[src/rtl/restoring_divider8_pkg.sv]
`default_nettype none
//============================================================================
// Module   : restoring_divider8_pkg
// Brief    : Shared state encoding and sizing constants for the divider
// Revision : 1.0 - initial release
//============================================================================
package restoring_divider8_pkg;

    localparam int DIV_WIDTH = 8;

    function automatic int cnt_width(input int width);
        return $clog2(width + 1);
    endfunction

    localparam int CNT_WIDTH = cnt_width(DIV_WIDTH);

    typedef enum logic [1:0] {
        ST_IDLE = 2'd0,
        ST_RUN  = 2'd1,
        ST_DONE = 2'd2
    } div_state_t;

endpackage
`default_nettype wire

[src/rtl/restoring_divider8_trial_subtractor.sv]
`default_nettype none
//============================================================================
// Module   : trial_subtractor
// Brief    : Conditional-sum subtractor, diff = a + ~b + 1, borrow = ~carry_out
// Revision : 1.0 - initial release
//============================================================================
module trial_subtractor
    import restoring_divider8_pkg::*;
#(
    parameter int N = DIV_WIDTH + 1
) (
    input  logic [N-1:0] a,
    input  logic [N-1:0] b,
    output logic [N-1:0] diff,
    output logic         borrow
);

    logic [N-1:0] b_inv;
    logic [N-1:0] sum_c0;
    logic [N-1:0] sum_c1;
    logic [N-1:0] cy_c0;
    logic [N-1:0] cy_c1;
    logic [N:0]   carry;

    // Both carry-in hypotheses are formed per bit; the real carry only steers muxes.
    assign b_inv  = ~b;
    assign sum_c0 = a ^ b_inv;
    assign sum_c1 = ~sum_c0;
    assign cy_c0  = a & b_inv;
    assign cy_c1  = a | b_inv;
    assign carry[0] = 1'b1;

    genvar i;
    generate
        for (i = 0; i < N; i++) begin : g_bit
            assign diff[i]    = carry[i] ? sum_c1[i] : sum_c0[i];
            assign carry[i+1] = carry[i] ? cy_c1[i]  : cy_c0[i];
        end
    endgenerate

    assign borrow = ~carry[N];

endmodule
`default_nettype wire

[src/rtl/restoring_divider8.sv]
`default_nettype none
//============================================================================
// Module   : restoring_divider8
// Brief    : Iterative unsigned restoring divider behind a start/done handshake
// Revision : 1.0 - initial release
//============================================================================
module restoring_divider8
    import restoring_divider8_pkg::*;
#(
    parameter int WIDTH = DIV_WIDTH
) (
    input  logic             clk,
    input  logic             rst_n,
    input  logic             start,
    input  logic [WIDTH-1:0] dividend,
    input  logic [WIDTH-1:0] divisor,
    output logic             busy,
    output logic             done,
    output logic [WIDTH-1:0] quotient,
    output logic [WIDTH-1:0] remainder,
    output logic             div_by_zero
);

    localparam int              CNT_W     = cnt_width(WIDTH);
    localparam logic [CNT_W-1:0] LAST_STEP = CNT_W'(WIDTH - 1);

    div_state_t       state_q, state_d;
    logic [WIDTH:0]   r_q, r_d;
    logic [WIDTH-1:0] q_q, q_d;
    logic [WIDTH-1:0] divisor_q, divisor_d;
    logic [CNT_W-1:0] cnt_q, cnt_d;
    logic [WIDTH-1:0] quotient_q, quotient_d;
    logic [WIDTH-1:0] remainder_q, remainder_d;
    logic             dbz_q, dbz_d;
    logic             busy_q, busy_d;
    logic             done_q, done_d;

    logic [2*WIDTH:0] rq_shift;
    logic [WIDTH:0]   r_shift;
    logic [WIDTH-1:0] q_shift;
    logic [WIDTH:0]   trial_diff;
    logic             trial_borrow;

    // The MSB of R drops out of the shift; R never exceeds the divisor after a step.
    assign rq_shift = {r_q, q_q} << 1;
    assign r_shift  = rq_shift[2*WIDTH:WIDTH];
    assign q_shift  = rq_shift[WIDTH-1:0];

    trial_subtractor #(
        .N (WIDTH + 1)
    ) u_trial_subtractor (
        .a      (r_shift),
        .b      ({1'b0, divisor_q}),
        .diff   (trial_diff),
        .borrow (trial_borrow)
    );

    always_comb begin
        state_d     = state_q;
        r_d         = r_q;
        q_d         = q_q;
        divisor_d   = divisor_q;
        cnt_d       = cnt_q;
        quotient_d  = quotient_q;
        remainder_d = remainder_q;
        dbz_d       = dbz_q;

        case (state_q)
            ST_IDLE: begin
                if (start) begin
                    q_d       = dividend;
                    divisor_d = divisor;
                    r_d       = '0;
                    cnt_d     = '0;
                    dbz_d     = 1'b0;
                    if (divisor == '0) begin
                        quotient_d  = '1;
                        remainder_d = dividend;
                        dbz_d       = 1'b1;
                        state_d     = ST_DONE;
                    end else begin
                        state_d = ST_RUN;
                    end
                end
            end
            ST_RUN: begin
                r_d   = trial_borrow ? r_shift : trial_diff;
                q_d   = q_shift | {{(WIDTH-1){1'b0}}, ~trial_borrow};
                cnt_d = cnt_q + 1'b1;
                if (cnt_q == LAST_STEP) begin
                    quotient_d  = q_d;
                    remainder_d = r_d[WIDTH-1:0];
                    cnt_d       = '0;
                    state_d     = ST_DONE;
                end
            end
            ST_DONE: begin
                state_d = ST_IDLE;
            end
            default: begin
                state_d = ST_IDLE;
            end
        endcase

        busy_d = (state_d != ST_IDLE);
        done_d = (state_d == ST_DONE);
    end

    always_ff @(posedge clk or negedge rst_n) begin
        if (!rst_n) begin
            state_q     <= ST_IDLE;
            r_q         <= '0;
            q_q         <= '0;
            divisor_q   <= '0;
            cnt_q       <= '0;
            quotient_q  <= '0;
            remainder_q <= '0;
            dbz_q       <= 1'b0;
            busy_q      <= 1'b0;
            done_q      <= 1'b0;
        end else begin
            state_q     <= state_d;
            r_q         <= r_d;
            q_q         <= q_d;
            divisor_q   <= divisor_d;
            cnt_q       <= cnt_d;
            quotient_q  <= quotient_d;
            remainder_q <= remainder_d;
            dbz_q       <= dbz_d;
            busy_q      <= busy_d;
            done_q      <= done_d;
        end
    end

    assign busy        = busy_q;
    assign done        = done_q;
    assign quotient    = quotient_q;
    assign remainder   = remainder_q;
    assign div_by_zero = dbz_q;

endmodule
`default_nettype wire
[config.mk]
export PLATFORM = sky130hd
export DESIGN_NAME = restoring_divider8
export DESIGN_NICKNAME = d
export VERILOG_FILES = /design/src/rtl/restoring_divider8_pkg.sv /design/src/rtl/restoring_divider8_trial_subtractor.sv /design/src/rtl/restoring_divider8.sv
export SDC_FILE = /design/constraint.sdc
export NUM_CORES = 1
export LEC_CHECK = 0
export ABC_AREA = 1
export CAP_MARGIN = 20
export CORE_MARGIN = 4
export CORE_UTILIZATION = 45
export DETAILED_ROUTE_END_ITERATION = 12
export GPL_TIMING_DRIVEN = 0
export PLACE_DENSITY = 0.67
export SLEW_MARGIN = 25
export SYNTH_ARGS = -nofsm -noshare
export SYNTH_HDL_FRONTEND = slang
export SYNTH_SLANG_ARGS = --single-unit
export TNS_END_PERCENT = 1
[constraint.sdc]
create_clock -name clk -period 3.1 [get_ports clk]
set_clock_uncertainty 0.1 [all_clocks]
set_input_delay 0.93 -clock clk [delete_from_list [all_inputs] [get_ports clk]]
set_output_delay 0.93 -clock clk [all_outputs]
set_load 0.02 [all_outputs]
==> reports/metrics.yaml <==
min_path_type: "reg -> reg"
synth_area_leaders: "dfrtp_1 (43%), nand2_1 (7.7%), ha_1 (7.0%)"
via_per_inst: 4.79
crit_slowest_cell: "clkdlybuf4s50_1"
cts.path.max_buffers: 2
r2r_start: "q_q[7]"
path_clk_slew_ns: 0.10
drv_cap: 0
grt_pass1_vias: 2181
synth-edff-count: 0
max_slew_margin: 0.575
p_sw_frac: 0.473
wl_per_cell_um: 13.3
p_clk_frac: 0.103
cts_tree: "built"
cts_buffers: 5
antenna_cells: 0
setup_viol_count_final: 0
postCtsSetupRepairBufs: 0
final_cells: 445
p_leak_nw: 1.64
p_sw_w: 0.00193
die_w_um: 87.9
postCtsHoldBufs: 0
fin_crit_ns: 2.84
h-tree-depth: 2
yosysTopAreaCellShare: 0.427
nets: 404
hold_viol: 0
drt-total-wl_um: 5900
crit_path_start_kind: "primary input"
arrival_ns: 2.96
placement_rows: 28
cts_num_sinks: 49
track_usage: 0.172
dp_hpwl_um: 4500
p_int_w: 0.00215
total_power_w: 0.00408
synth_nets: 360
worstRegToRegCells: 17
synth-xor-area-share: 0.0213
areaGrowthSynthToFinish_pct: 19.5
ys_seq_elements: 49
power_density_nw_per_um2: 1190
synth_compound_area_frac: 0.0766
drc: 0
endpoint: "remainder[7]"
drt.antenna.violating_nets: 0
place_congestion: 0.806
grt_antenna_before_repair: 0
start_util: 0.474
p_comb_frac: 0.620
die-height_um: 87.9
clock_latency_ns: 0.31
path_max_fanout: 10
cpMostUsedCell: "inv_1"
synthCells: 325
drt_iter0_markers: 95
cp_cell_sequence: "clkdlybuf4s50_1 -> nor4_1 -> nand4_1 -> or2_2 -> nand2_4 -> inv_1 -> a21oi_1 -> nand3_1 -> nand2_1 -> inv_1"
dpl.cell_count: 437
vdd_ir_drop_max_mv: 0.509
cts_resized: 0
r2r_slack_ns: 0.71
yosys.area.top_type: "dfrtp_1"
pin_count: 38
yosys.area_share.adder: 0.0697
synth_top_family_by_area: "simple AND/OR/NAND/NOR gates"
netlist-cell-type-count: 28
regToRegEndpoint: "remainder[6]"
synthFlopType: "dfrtp_1"
fmax_mhz: 352
yosysWarnings: 0
dpl-instance-area_um2: 3340
period_share: 0.915
startpoint: "divisor[5]"
worst_pin_slew_ns: 0.637
fp.coreArea_um2: 6060
cts-root-buf: "clkbuf_8"
required_ns: 3.22
cp-end-kind: "flip-flop"
cp_slowest_stage_delay_ns: 0.42
dr.pass1.iters: 4
die_area_um2: 7730
io_buffer_count: 37
globalRouteOverflowTotal: 0
slew_violations: 0
sequentialPowerShare: 0.277
rsz0062_at_grt: "false"
outcome: "completed"
ys_async_sr_fraction: 1.00
grt_pass1_wl_um: 10300
yosys.area_share.simple: 0.316
syn_area_per_cell_um2: 8.84
yosysSeqAreaShare: 0.427
final_area_um2: 3440
worstSetupPathType: "in -> reg"
synth_area_um2: 2870
synthMuxAreaShare: 0
layout-drive-gt1-share: 0.162
grt_max_degree: 50
vias: 2133
-- cell type report --
class	count	area (um^2)
Buffer	8	61.3
Clock buffer	6	82.6
Clock inverter	2	17.5
Fill cell	568	2630
Inverter	52	195
Multi-Input combinational cell	216	1390
Sequential cell	49	1230
Tap cell	75	93.8
Timing Repair Buffer	37	368
-- per-layer routing --
layer	routed length (um)	global-route usage	up-vias
met3	203	0.0339	5
met4	42	0.0432	0
li1	-	-	1125
met1	2990	0.239	969
met2	2660	0.278	34
met5	0	0	-
-- layout by cell type, fill, tap and decap left out, types with 2 or more instances in the layout --
| cell | n |
|---|---|
| a21oi_1 | 15 |
| clkbuf_1 | 4 |
| clkbuf_8 | 9 |
| clkdlybuf4s50_1 | 36 |
| dfrtp_1 | 49 |
| ha_1 | 16 |
| inv_1 | 51 |
| nand2_1 | 59 |
| nand2_2 | 4 |
| nand2_4 | 7 |
| nand3_1 | 26 |
| nand3_2 | 17 |
| nand3_4 | 4 |
| nand3b_1 | 2 |
| nor2_1 | 15 |
| nor2_4 | 2 |
| o21ai_0 | 26 |
| or2_2 | 9 |
| xnor2_1 | 2 |
| xor2_1 | 5 |
-- cells in the mapped netlist, types with 2 or more instances --
cell type	instances
clkbuf_8	3
nand3_2	17
clkbuf_1	4
xnor2_1	2
nand2_2	4
ha_1	16
nand2_1	59
o21ai_0	26
xor2_1	5
nand2_4	7
dfrtp_1	49
nand3_4	4
nor2_4	2
a21oi_1	15
or2_2	9
inv_1	51
nand3b_1	2
nor2_1	15
nand3_1	26
-- sequential cells by signal, indices dropped and copies added, names as in the netlist --
name and cells:
q_q 8, state_q 2, remainder 8, r_q 8, busy 1, quotient 8
div_by_zero 1, divisor_q 8, cnt_q 4, done 1
-- critical path: cells and delay by family --
kind,cells,cell delay [ns]
and+or+nand+nor,6,1.22
buffers and inverters,3,0.59
AOI/OAI and AO/OA,1,0.20
-- worst min path at each step --
stage / startpoint / end / slack [ns] / cells past startpoint
after floorplan: q_q[0] / q_q[0] / 0.35 / 2
after global placement: div_by_zero / div_by_zero / 0.37 / 2
after detailed placement: div_by_zero / div_by_zero / 0.38 / 2
after CTS: div_by_zero / div_by_zero / 0.40 / 2
after global routing: q_q[0] / q_q[0] / 0.44 / 2
final: div_by_zero / div_by_zero / 0.40 / 2
-- kinds of logic (layout without fill, tap and decap cells) --
| family | count (synthesis) | count (layout) |
|---|---|---|
| adders and majority gates | 16 | 16 |
| buffers and inverters | 60 | 105 |
| AOI/OAI and AO/OA | 43 | 43 |
| DFF | 49 | 49 |
| xor gates and xnor gates | 7 | 7 |
| and+or+nand+nor | 150 | 150 |
-- power groups by stage --
stage	Sequential, W	Combinational (W)	Clock, W
after detailed placement	0.00114	0.00254	0
final	0.00113	0.00253	0.000422
after global placement	0.00113	0.00249	0
after global routing	0.00117	0.00283	0.000459
after CTS	0.00113	0.00256	0.000430
after floorplan	0.00121	0.00185	0
-- metrics by stage --
stage | setup TNS, ns | setup WS (ns) | utilization | hold WS (ns)
floorplan | 0 | 0.810 | - | 0.353
finish | 0 | 0.262 | 0.567 | 0.404
CTS | 0 | 0.208 | 0.567 | 0.401
global placement | -23.27 | -0.465 | 0.551 | 0.369
global route | 0 | 0.0686 | 0.567 | 0.438
detailed placement | -0.521 | -0.111 | 0.550 | 0.377
Power figures use the tool's default switching activity.
==> edit 1: new RTL, same settings <==
`r_q` no longer has a reset.
--- a/src/rtl/restoring_divider8.sv
+++ b/src/rtl/restoring_divider8.sv
@@ -111,3 +111,2 @@
             state_q     <= ST_IDLE;
-            r_q         <= '0;
             q_q         <= '0;
@@ -122,3 +121,2 @@
             state_q     <= state_d;
-            r_q         <= r_d;
             q_q         <= q_d;
@@ -134,2 +132,6 @@
 
+    always_ff @(posedge clk) begin
+        r_q <= r_d;
+    end
+
     assign busy        = busy_q;
Function: no difference found for any inputs over 10 cycles, from zero or initial values and one cycle with rst_n low; that may be too few to reach the edited logic, so the function may still have changed.
==> edit 1 against the unedited design <==
Via count is 2.5% higher; worst setup slack better by 69 ps; routed wire length is 0.63% higher; sequential cell count stayed put; critical path depth is 1 higher; cell area is 0.40% higher; area after synthesis is 0.22% higher; power is 0.61% higher; maximum frequency is 2.5% higher; critical path type unchanged; critical endpoint is now remainder[2].
==> edit 1: results (changes against the unedited design) <==
Run status
  – Outcome: finished clean

CTS
  – Clock Latency Late Sink: 300 ps
  – CTS buffer count: 5 (unchanged)
  – Clk root buf: clkbuf_8
  – H-Tree Depth: 2 (unchanged)
  – Clock Pin Slew Worst Setup and Hold Paths: 90 ps
  – Clk buf depth: 2 (unchanged)
  – Post_cts resized: 0 (unchanged)
  – Setup bufs post-CTS: 0 (unchanged)

Finish
  – Layout Nets: 389 (-3.7%)
  – # diodes: 0 (unchanged)
  – Layout cells sized above 1: 0.166 (+0.00404)

Pwr
  – Pleak: 1.65 nW (+0.76%)
  – Worst VDD drop: 0.660 mV (+30%)

Synthesis
  – Synth Warn #: 0 (unchanged)
  – Post-synth EDFFs: 8 (+8)
  – Net Count, Synth: 344 (-4.4%)
  – Post-Synth Adder-Cell Area: 0.0695 (-0.000151)
  – Synth Area in XOR/XNOR: 0.0213 (-0.0000463)
  – Multiplexer area fraction after synthesis: 0 (unchanged)
  – Commonest cells in the netlist: inv_1, nand2_1, dfrtp_1
  – Sequential element share of the synthesized area: 0.440 (+0.0130)
  – Compound-gate portion of the synthesized area: 0.0821 (+0.00548)
  – Synth top area cells: dfrtp_1, edfxtp_1, inv_1
  – Async set-reset flop share out of synthesis: 0.837 (-0.163)
  – Cell variety after synth: 34 (+21%)

Drt
  – 1st-iter DRT viols: 98 (+3.2%)
  – Vias: 2187 (+2.5%)
  – TritonRoute pass-1 iters: 4 (unchanged)
  – Wire per inst: 13.8 um (+4.1%)
  – ANT nets after route: 0 (unchanged)

Worst setup path
  – Max incr delay on CP: 400 ps (-20 ps)
  – CP Data Arrival Time: 2870 ps (-90 ps)
  – R2R depth: 15 (-2)
  – Crit-path max FO: 9 (-1)
  – CP delay by family, top: simple AND/OR/NAND/NOR gates
  – Slowest cell on crit path: clkdlybuf4s50_1

Placement
  – Placement Setup Slack: 17.4 ps (+128 ps)
  – Placer Congestion: 0.823 (+2.1%)
  – DP Wirelength: 4660 um (+3.6%)
  – Port bufs: 37 (unchanged)

Hold path
  – HP Class: reg -> reg
  – WHS Path Cells: 2 (unchanged)

STA
  – Worst Max-Slew Pin Slew: 554 ps (-83.3 ps)

GRT
  – Number of global-route vias before repair: 2156 (-1.1%)
  – Gr usage total: 0.171 (-0.00161)
  – Pin count of the biggest net entering global routing: 24 (-52%)
  – Initial antenna violation count: 0 (unchanged)
  – Global-route wire length before repair: 10200 um (-1.2%)
## edit 1: final timing paths
kind | startpoint | endpoint | slack [ps]
max reg2reg | q_q[7] | r_q[5] | 740
min in group asynchronous | rst_n | cnt_q[1] | 450
max | divisor[7] | remainder[2] | 330
max in group asynchronous | rst_n | divisor_q[2] | 1960
min | quotient[7] | quotient[7] | 390
min reg2reg | quotient[7] | quotient[7] | 390
## edit 1: report_power, final
part           internal [mW]  switching, mW  leakage, nW
registers               1.01          0.188        0.548
logic                   1.03           1.50         1.06
clock network          0.160          0.218       0.0445
## edit 1: area by class of cell
cell class | instances | area (um2)
Buffer | 10 | 77.6
Clock buffer | 5 | 68.8
Clock inverter | 3 | 21.3
Fill cell | 572 | 2610
Inverter | 57 | 214
Multi-Input combinational cell | 193 | 1320
Sequential cell | 49 | 1270
Tap cell | 75 | 93.8
Timing Repair Buffer | 38 | 385
## edit 1: logic make-up (layout without fill, tap and decap cells)
logic type,count (synthesis),after routing
flip-flops,49,49
buffers and inverters,67,113
AO/OA/AOI/OAI,40,40
AND/OR/NAND/NOR,130,130
adder cells (fa/ha/maj),16,16
XOR/XNOR,7,7
## edit 1: metal layers
layer | GRT usage | routed length, um | part of all wire
met1 | 0.236 | 2840 | 0.48
met2 | 0.272 | 2770 | 0.47
met5 | 0 | 0 | 0
met4 | 0.0530 | 98 | 0.017
met3 | 0.0310 | 221 | 0.037
## edit 1: worst reg2reg max path, cell delays in order (launching register included)
cell and delay, ps:
dfrtp_1 390, inv_1 90, ha_1 260, inv_2 80
nand2_4 100, nand2_4 60, nand2_4 60, nand3_2 100
nand3_4 100, nand2_4 90, nand2_4 90, nand3b_4 100
nand3b_1 120, nand3_2 170, nand3_1 160, nand2_1 70
## edit 1: stage by stage
stage | std cells | total power, mW | setup TNS, ps | cell area (um2) | hold WS [ps]
3_5_place_dp | 422 | 3.76 | 0 | 3360 | 369
6_report | 430 | 4.11 | 0 | 3450 | 389
5_1_grt | 430 | 4.51 | 0 | 3450 | 439
2_1_floorplan | 309 | 3.12 | 0 | 2880 | 357
4_1_cts | 430 | 4.15 | 0 | 3450 | 397
3_3_place_gp | 421 | 3.68 | -3930 | 3340 | 375
==> edit 2: new RTL, same flow settings <==
Without the edit above. Change the package constant `DIV_WIDTH` from 8 to 7.
--- a/src/rtl/restoring_divider8_pkg.sv
+++ b/src/rtl/restoring_divider8_pkg.sv
@@ -8,3 +8,3 @@
 
-    localparam int DIV_WIDTH = 8;
+    localparam int DIV_WIDTH = 7;
 
Ports: changed (resized dividend, divisor, quotient and remainder); port bits go from 38 to 34. No check against the original RTL was run, so the function may have changed too.
==> edit 2 against the unedited design <==
Routed wire length decreased by 17%; cell area fell by 15%; sequential cell count is 6 lower; power shrank 14%; count of clock-buffer cells in the layout is the same; sequential power down 12%; critical path type unchanged; critical path depth is 1 lower; worst setup slack gained 75 ps; area after synthesis fell by 18%; first-iteration DRC count grew 83%; non-clock buffer count decreased by 5; global-route usage decreased by 0.40 points; maximum frequency increased by 2.7%.
==> edit 2: results (changes against the unedited design) <==
Worst setup path
  – CP Data Arrival Time: 2870 ps (-90 ps)
  – Crit. Startpoint: divisor[1]
  – Crit Reg-Reg Startpoint: q_q[6]
  – Flop2flop setup slack: 820 ps (+110 ps)
  – CP delay by family, top: buffers and inverters

Placement
  – Post-DP Area: 0.00279 mm2 (-16%)
  – Placer Congestion: 0.799 (-0.83%)
  – DP Wirelength: 3870 um (-14%)
  – Port bufs: 33 (-11%)

Run status
  – Outcome: finished clean

GRT
  – Met1 Use GR: 0.232 (-0.00674)
  – Gr usage total: 0.168 (-0.00404)
  – Initial antenna violation count: 0 (unchanged)
  – Met3 Usage GRT: 0.0348 (+0.000887)
  – Global-route met2 utilization: 0.276 (-0.00242)
  – Number of global-route vias before repair: 1821 (-17%)
  – Pin count of the biggest net entering global routing: 24 (-52%)
  – Global-route wire length before repair: 8370 um (-19%)

Synthesis
  – Async set-reset flop share out of synthesis: 1.00 (unchanged)
  – Net Count, Synth: 301 (-16%)
  – Sequential element share of the synthesized area: 0.457 (+0.0308)
  – Commonest cells in the netlist: inv_1, dfrtp_1, nand2_1
  – Cell variety after synth: 30 (+7.1%)
  – Synth Warn #: 0 (unchanged)
  – Synth top area cells: dfrtp_1, inv_1, nand3_1

CTS
  – H-Tree Depth: 2 (unchanged)
  – Clock Pin Slew Worst Setup and Hold Paths: 80 ps (-20 ps)
  – CTS buffer count: 5 (unchanged)
  – Clk buf depth: 2 (unchanged)
  – Clock Latency Late Sink: 290 ps (-20 ps)

STA
  – Worst hold margin: 406 ps (+2.43 ps)
  – Worst Max-Slew Pin Slew: 510 ps (-127 ps)

Finish
  – Layout Nets: 342 (-15%)
  – Filler Cells Inserted: 485 (-15%)
  – Layout cells sized above 1: 0.141 (-0.0216)

Pwr
  – Worst VDD drop: 0.558 mV (+9.6%)
  – Switch share: 0.440 (-0.0331)
  – Pleak: 1.41 nW (-14%)

Drt
  – 1st-iter DRT viols: 174 (+83%)
  – Via-to-Cell Ratio: 4.80 (+0.23%)
  – Routed WL: 4900 um (-17%)

Hold path
  – Hold path start: div_by_zero
## edit 2: logic make-up (layout without fill, tap and decap cells)
| kind of cell | Yosys count | after routing | synth area share |
|---|---|---|---|
| compound gates | 34 | 34 | 0.0862 |
| xor+xnor | 5 | 5 | 0.0186 |
| fa+ha+maj | 13 | 13 | 0.0692 |
| buf+inv | 56 | 98 | 0.0910 |
| flops | 43 | 43 | 0.457 |
| simple gates | 120 | 120 | 0.278 |
## edit 2: stage by stage
step,setup slack [ps],utilization,setup TNS (ps),instances
floorplan,909,-,0,271
global placement,-163,0.546,-6920,374
detailed placement,60.5,0.550,0,375
CTS,353,0.576,0,383
global route,198,0.576,0,383
finish,337,0.576,0,383
## edit 2: final timing paths
kind | endpoint | depth (start not counted)
worst max-delay path | quotient[3] | 9
worst min-delay path | div_by_zero | 1
worst max register to register | remainder[3] | 15
worst min register to register | div_by_zero | 1
max in group asynchronous | divisor_q[4] | 2
min in group asynchronous | quotient[4] | 1
## edit 2: cell type report
| cell class | instances | area share |
|---|---|---|
| Multi-Input combinational cell | 172 | 0.363 |
| Clock inverter | 2 | 0.0205 |
| Timing Repair Buffer | 34 | 0.121 |
| Clock buffer | 6 | 0.0248 |
| Inverter | 50 | 0.0642 |
| Tap cell | 70 | 0.0299 |
| Sequential cell | 43 | 0.368 |
| Buffer | 6 | 0.00898 |
## edit 2: layer usage
metal | vias up | part of all wire
li1 | 957 | -
met1 | 858 | 0.50
met2 | 21 | 0.48
met3 | 4 | 0.021
met4 | 0 | 0.0057
met5 | - | 0
## edit 2: power by group through the flow
stage	clock (mW)	sequential (mW)	combinational, mW
floorplan	0	1.10	1.37
global placement	0	0.997	1.97
detailed placement	0	1.00	2.02
CTS	0.519	0.993	2.03
global route	0.551	1.02	2.27
finish	0.513	0.990	2.00
